==> config.mk <==
export PLATFORM = sky130hd
export DESIGN_NAME = alu_seq
export DESIGN_NICKNAME = d
export VERILOG_FILES = /design/src/rtl/alu_seq.sv
export SDC_FILE = /design/constraint.sdc
export NUM_CORES = 1
export LEC_CHECK = 0
export CAP_MARGIN = 5
export CORE_MARGIN = 4
export CORE_UTILIZATION = 45
export DETAILED_ROUTE_END_ITERATION = 10
export PLACE_DENSITY_LB_ADDON = 0.2
export SYNTH_ARGS = -nofsm -noshare
export SYNTH_HDL_FRONTEND = slang
export SYNTH_SLANG_ARGS = --single-unit
==> constraint.sdc <==
create_clock -name clk_i -period 7.32 [get_ports clk_i]
set_input_delay 1.83 -clock clk_i [delete_from_list [all_inputs] [get_ports clk_i]]
set_output_delay 1.83 -clock clk_i [all_outputs]
set_load 0.05 [all_outputs]
==> src/rtl/alu_seq.sv <==
// Sequential ALU with a valid/ready request and result handshake.
// Single-cycle ops finish in one edge; MUL runs a WIDTH-cycle shift-add.
module alu_seq #(
  parameter int WIDTH   = 32,
  parameter int SHAMT_W = $clog2(WIDTH)
) (
  input  logic             clk_i,
  input  logic             rst_ni,
  input  logic             valid_i,
  output logic             ready_o,
  input  logic [WIDTH-1:0] a_i,
  input  logic [WIDTH-1:0] b_i,
  input  logic [4:0]       op_i,
  output logic             valid_o,
  input  logic             ready_i,
  output logic [WIDTH-1:0] alu_o,
  output logic             err_o
);

  localparam int CW = $clog2(WIDTH);

  localparam logic [4:0] OP_ADD = 5'd0;
  localparam logic [4:0] OP_SUB = 5'd1;
  localparam logic [4:0] OP_SLL = 5'd2;
  localparam logic [4:0] OP_SRL = 5'd3;
  localparam logic [4:0] OP_AND = 5'd4;
  localparam logic [4:0] OP_OR  = 5'd5;
  localparam logic [4:0] OP_XOR = 5'd6;
  localparam logic [4:0] OP_EQL = 5'd7;
  localparam logic [4:0] OP_SRA = 5'd8;
  localparam logic [4:0] OP_MUL = 5'd9;

  typedef enum logic [1:0] {
    IDLE,
    MUL,
    DONE
  } state_t;

  state_t state;
  state_t state_n;

  logic [WIDTH-1:0]   mcand;
  logic [WIDTH-1:0]   mplier;
  logic [WIDTH-1:0]   acc;
  logic [WIDTH-1:0]   acc_n;
  logic [WIDTH-1:0]   alu_q;
  logic               err_q;
  logic [CW-1:0]      cnt;
  logic               accept;
  logic               is_mul;
  logic [WIDTH-1:0]   res;
  logic               illegal;
  logic [SHAMT_W-1:0] sh;

  assign sh     = b_i[SHAMT_W-1:0];
  assign is_mul = (op_i == OP_MUL);
  assign accept = valid_i & ready_o;
  assign acc_n  = acc + (mplier[0] ? mcand : '0);

  always_comb begin
    res     = '0;
    illegal = 1'b0;
    case (op_i)
      OP_ADD:  res = a_i + b_i;
      OP_SUB:  res = a_i - b_i;
      OP_SLL:  res = a_i << sh;
      OP_SRL:  res = a_i >> sh;
      OP_AND:  res = a_i & b_i;
      OP_OR:   res = a_i | b_i;
      OP_XOR:  res = a_i ^ b_i;
      OP_EQL:  res = {{(WIDTH-1){1'b0}}, (a_i == b_i)};
      OP_SRA:  res = WIDTH'($signed(a_i) >>> sh);
      OP_MUL:  res = '0;
      default: illegal = 1'b1;
    endcase
  end

  always_comb begin
    state_n = state;
    ready_o = 1'b0;
    valid_o = 1'b0;
    case (state)
      IDLE: begin
        ready_o = 1'b1;
        if (valid_i) state_n = is_mul ? MUL : DONE;
      end
      MUL: begin
        if (cnt == '0) state_n = DONE;
      end
      DONE: begin
        valid_o = 1'b1;
        ready_o = ready_i;
        if (ready_i) begin
          if (valid_i) state_n = is_mul ? MUL : DONE;
          else         state_n = IDLE;
        end
      end
      default: state_n = IDLE;
    endcase
  end

  always_ff @(posedge clk_i or negedge rst_ni) begin
    if (!rst_ni) state <= IDLE;
    else         state <= state_n;
  end

  always_ff @(posedge clk_i or negedge rst_ni) begin
    if (!rst_ni) begin
      mcand  <= '0;
      mplier <= '0;
      acc    <= '0;
      cnt    <= '0;
      alu_q  <= '0;
      err_q  <= 1'b0;
    end else if (accept) begin
      if (is_mul) begin
        mcand  <= a_i;
        mplier <= b_i;
        acc    <= '0;
        cnt    <= CW'(WIDTH-1);
      end else begin
        alu_q <= res;
        err_q <= illegal;
      end
    end else if (state == MUL) begin
      // multiplicand walks left while multiplier bits are consumed LSB first
      acc    <= acc_n;
      mcand  <= mcand << 1;
      mplier <= mplier >> 1;
      cnt    <= cnt - CW'(1);
      if (cnt == '0) begin
        alu_q <= acc_n;
        err_q <= 1'b0;
      end
    end
  end

  assign alu_o = alu_q;
  assign err_o = err_q;

endmodule

-- After elaboration in Yosys (flattened, before gate mapping)
Index checks and enable logic that the tools add are counted.
- bits in registers: 136
- bits of input ports: 73
- logic and storage cells: 75
- $add $sub $neg: 4
- eq/ne operators: 17
- shifts and indexed selects: 3
- muxes and demuxes: 31
- bitwise gates (word level): 4
- reduce and logical (&&, ||, !) cells: 9
- operators by type and width (operator ; count):
    $mux W32 ; 14
    $pmux W32 S9 ; 1
    $add A32 B32 Y32 ; 2
    $and A32 B32 Y32 ; 1
    $eq A32 B32 Y1 ; 1
    $or A32 B32 Y32 ; 1
    $shl A32 B5 Y32 ; 1
    $shr A32 B5 Y32 ; 1
    $sshr A32 B5 Y32 ; 1
    $sub A32 B32 Y32 ; 1
    $xor A32 B32 Y32 ; 1
    $eq A5 B3 Y1 const B ; 4
    $mux W5 ; 3
    $eq A5 B2 Y1 const B ; 2
    $eq A5 B4 Y1 const B ; 2
    $logic_not A5 Y1 ; 2
    $mux W2 ; 5
    $reduce_or A9 Y1 ; 1
    $ne A2 B2 Y1 const B ; 4
    $mux W1 ; 6
    $pmux W2 S3 ; 1
    $reduce_and A3 Y1 ; 2
    $eq A5 B1 Y1 const B ; 1
    $sub A5 B1 Y5 const B ; 1
    8 further kinds ; 9

-- Longest topological paths before layout
- depth after elaboration: 5
- gate-level depth with buffers: 15
- mapped depth without buffers: 14

-- Least setup slack after synthesis
No wires, ideal clock.
- path type: input -> register
- start: input b_i[2]
- end: register alu_q[26] (netlist: alu_o[26])
- setup time: 0.124 ns
- data arrival time: 4.949 ns
- slack: 2.247 ns
- stages on the path: 15
- buffers on the path: 3
- cells stage by stage: inv_2 -> buf_1 -> clkbuf_1 -> ha_1 -> buf_2 -> a21oi_1 -> o21ai_0 -> a41o_1 -> a21boi_0 -> o21ai_0 -> a221o_1 -> a21oi_1 -> or3_1 -> a31oi_1 -> a211o_1
- cells in the longest elaborated chain, start to end: 4
- RTL lines (what ; RTL line ; text):
    start, declared ; 12 ; input logic [WIDTH-1:0] b_i,
    $sub A32 B32 Y32 (tied with other cells) ; 65 ; OP_SUB: res = a_i - b_i;
    $pmux W32 S9 * ; 63 ; case (op_i)
    $mux W32 * ; 116 ; if (is_mul) begin
    $mux W32 * ; 115 ; end else if (accept) begin
    end signal, assigned ; 122 ; alu_q <= res;
    end signal, assigned ; 132 ; alu_q <= acc_n;
    end, declared ; 46 ; logic [WIDTH-1:0] alu_q;
Mark *: on every way between the ends. The rest lies on a longest branch, timed or not. The select of a mux whose other input is x is not followed.
A chain may end at the register's enable or synchronous reset.

-- Worst setup path after layout
- start: input a_i[15]
- end: register alu_q[20] (netlist: alu_o[20])
- cells in the longest elaborated chain, start to end: 4
- RTL lines (what ; RTL line ; text):
    start, declared ; 11 ; input logic [WIDTH-1:0] a_i,
    $sub A32 B32 Y32 (tied with other cells) ; 65 ;
    $pmux W32 S9 * ; 63 ;
    $mux W32 * ; 116 ;
    $mux W32 * ; 115 ;
Marks and branches as above.

==> impl_metrics.csv <==
group,metric,value,unit
sta,setup-tns-final,0,ps
sta,hold_viol,0,
route,via_count,17800,
global_routing,grt_pass1_wl,112,mm
placed_design,gp_congestion,1.05,
worst_setup_path,cp.arrival,6250,ps
yosys,yosysWarningCount,0,
yosys,synth.most_common_cell,"nand2_1",
route,dr.pass1.iters,6,
yosys,synthAdderAreaFrac,0.104,
finish,drive_above_1_share,0.0834,
min_path,hold_depth,2,
min_path,hold_end,"alu_o[0]",
worst_setup_path,r2r_end,"acc[30]",
power,leakagePower,7.73,nW
yosys,ys_seq_elements,136,
power,power.total,4.80,mW
worst_setup_path,ff2ff_path_depth,12,
yosys,synth_ff_type,"dfrtp_1",
global_routing,grt_util_all_layers,0.385,
die,start_util,0.454,
cts,clkSlewWorstSetupHoldPaths,60,ps
die,die_area,0.0389,sq mm
route,viasPerCell,6.61,
worst_setup_path,critical_path_class,"input port to flop",
yosys,synth_area_leaders,"dfrtp_1 (21%), ha_1 (10%), nand2_1 (7.7%)",
global_routing,grt_max_degree,119,
route,antenna_left,0,
finish,fill_cells,3562,
yosys,postSynthCellCount,2196,
flow_run,cap_violations,0,
status,status,"complete, no violations",
yosys,synth_mux_area_frac,0.103,
worst_setup_path,worst_ep_required_time,7650,ps
die,die-height,197,um
sta,maxSlewHeadroom,0.269,
cts,numCtsBuffers,17,
finish,fin_nets,2421,
yosys,synthTopCellsByCount,"nand2_1 (329), nor2_1 (259), a21oi_1 (172), o21ai_0 (166), dfrtp_1 (136)",
sta,worstMarginPinSlew,1090,ps
route,wl_per_cell,28.4,um
yosys,synth_compound_area_frac,0.278,
min_path,hp-start,"alu_o[0]",
sta,rsz0062_at_grt,"no",
global_routing,grt_pass1_vias,17000,
cts,clk_latency,460,ps
worst_setup_path,critPathMaxFanout,11,
cts,postCtsSetupRepairBufs,0,
cts,cts_tree,"yes",
sta,min_period,5910,ps
yosys,synth-xor-area-share,0.0174,
worst_setup_path,r2r_start,"mplier[0]",
yosys,synth-edff-count,0,
yosys,synth_top_family_by_area,"compound AO/OA/AOI/OAI gates",
worst_setup_path,r2r_setup_slack,2600,ps
finish,syn2layout_area_growth,12.6,%
sta,fin_worst_skew,20.7,ps
cts,clock-sinks,136,
yosys,ys_types,79,
yosys,yosys.area.top_type,"dfrtp_1",
cts,clockRootBuffer,"clkbuf_16",
cts,cts_resized,0,
route,finalWirelength,76.5,mm
global_routing,grt_antenna_before_repair,0,
placed_design,port_buffers,107,
sta,fmax,169,MHz
worst_setup_path,start_kind,"input port",
cts,cts_hold_buf,0,
power,power.density,264,mW/mm^2
die,die_w,197,um
yosys,synth_top_area_share,0.211,
yosys,async_flop_share,1.00,
placed_design,dpl.hpwl,59.1,mm
sta,final_max_slew_viol_count,0,
yosys,yosysSeqAreaShare,0.211,
route,route.detailed.drc,0,
power,vdd_drop_max,0.269,mV
finish,n_antenna_cell,0,
min_path,hold_path_class,"flop to flop",
worst_setup_path,cp-end-kind,"flop",
die,ioPinCount,108,
route,drtIter0Drc,2143,
yosys,synth_fp_nets,2401,
cts,cts_buffer_depth,2,
yosys,yosys.area_share.simple,0.225,
global_routing,grt.overflow.total,0,
sta,fin_crit_sh,0.808,
yosys,avgSynthCellArea,7.34,sq um
die,core_area,0.0355,sq mm
sta,finalSetupViolCount,0,
cts,ctsHtreeMaxLevel,4,
die,num_rows,69,
yosys,syn_area,0.0161,sq mm
-- cell families (layout without fill, tap and decap cells) --
family / count (synthesis) / in the layout
flip-flops: 136 / 136
XOR/XNOR: 32 / 32
AND/OR/NAND/NOR: 824 / 824
AO/OA/AOI/OAI: 709 / 709
multiplexers: 104 / 104
buffers and inverters: 259 / 292
adder cells (fa/ha/maj): 132 / 132
-- report_power, final --
group          switching [mW]  total [mW]  leakage, nW  internal, mW
sequential              0.254        1.31         1.64          1.06
combinational            1.67        2.61         5.82         0.943
clock                   0.357       0.875        0.275         0.518
-- layer usage --
metal,vias to the layer above,track usage,part of all wire
met5,-,0,0
li1,7999,-,-
met3,224,0.0853,0.094
met1,8559,0.503,0.40
met4,0,0.227,0.074
met2,999,0.585,0.43
-- metrics by stage --
step / hold WS (ps) / instances / setup slack, ps / instance area, sq um / util
after floorplan: 445 / 2196 / 2250 / 16100 / -
after global placement: 459 / 2658 / 1150 / 17600 / 0.495
after detailed placement: 467 / 2658 / 1110 / 17600 / 0.495
after CTS: 480 / 2690 / 1590 / 18200 / 0.512
after global routing: 507 / 2690 / 1270 / 18200 / 0.512
final: 475 / 2690 / 1410 / 18200 / 0.512
-- worst max-delay path by stage --
stage	start	endpoint	slack, ps	cells after the start
after floorplan	b_i[2]	alu_o[26]	2250	15
after global placement	a_i[15]	alu_o[20]	1150	13
after detailed placement	a_i[15]	alu_o[20]	1110	13
after CTS	a_i[15]	alu_o[20]	1590	13
after global routing	a_i[22]	alu_o[23]	1270	11
final	a_i[15]	alu_o[20]	1410	13
-- worst max-delay path: stages --
cell             delay [ps]
clkdlybuf4s50_1         910
inv_1                   110
ha_1                    440
or4_4                   600
nor4_1                  540
o31ai_1                 210
o211ai_2                190
nor2b_1                 160
o31a_1                  290
a22o_1                  190
o21ai_1                 260
a31oi_1                 190
a211o_1                 320
-- final cells by class --
cell class                      instances  area [sq um]  area share
Tap cell                              461           577      0.0318
Sequential cell                       136          3400       0.187
Multi-Input combinational cell       1801         11800       0.648
Clock inverter                         11           123     0.00675
Timing Repair Buffer                  159          1450      0.0800
Clock buffer                           21           460      0.0254
Inverter                              101           379      0.0209
-- registers in the layout (all words and copies together) (netlist names) --
name,cells
acc,32
alu_o,32
mcand,32
mplier,32
cnt,5
state,2
err_o,1
-- placed cells by master, fill, tap and decap left out, drive strengths merged, types with 9 or more instances in the layout --
master,count
nand3,41
mux2i,41
nand2b,17
inv,102
xor2,14
o31ai,21
nor4,9
xnor2,18
nor2b,19
or3,13
dfrtp,136
nor3,46
a21oi,172
clkbuf,21
a211oi,39
buf,58
o21bai,15
a21o,22
o21ai,170
nand2,329
and3,13
a221oi,18
o22ai,15
o211ai,24
a31oi,109
and2,41
mux4,48
o21a,9
nand4,11
clkdlybuf4s50,101
mux2,15
nor2,259
ha,129
(Power assumes the default switching activity.)
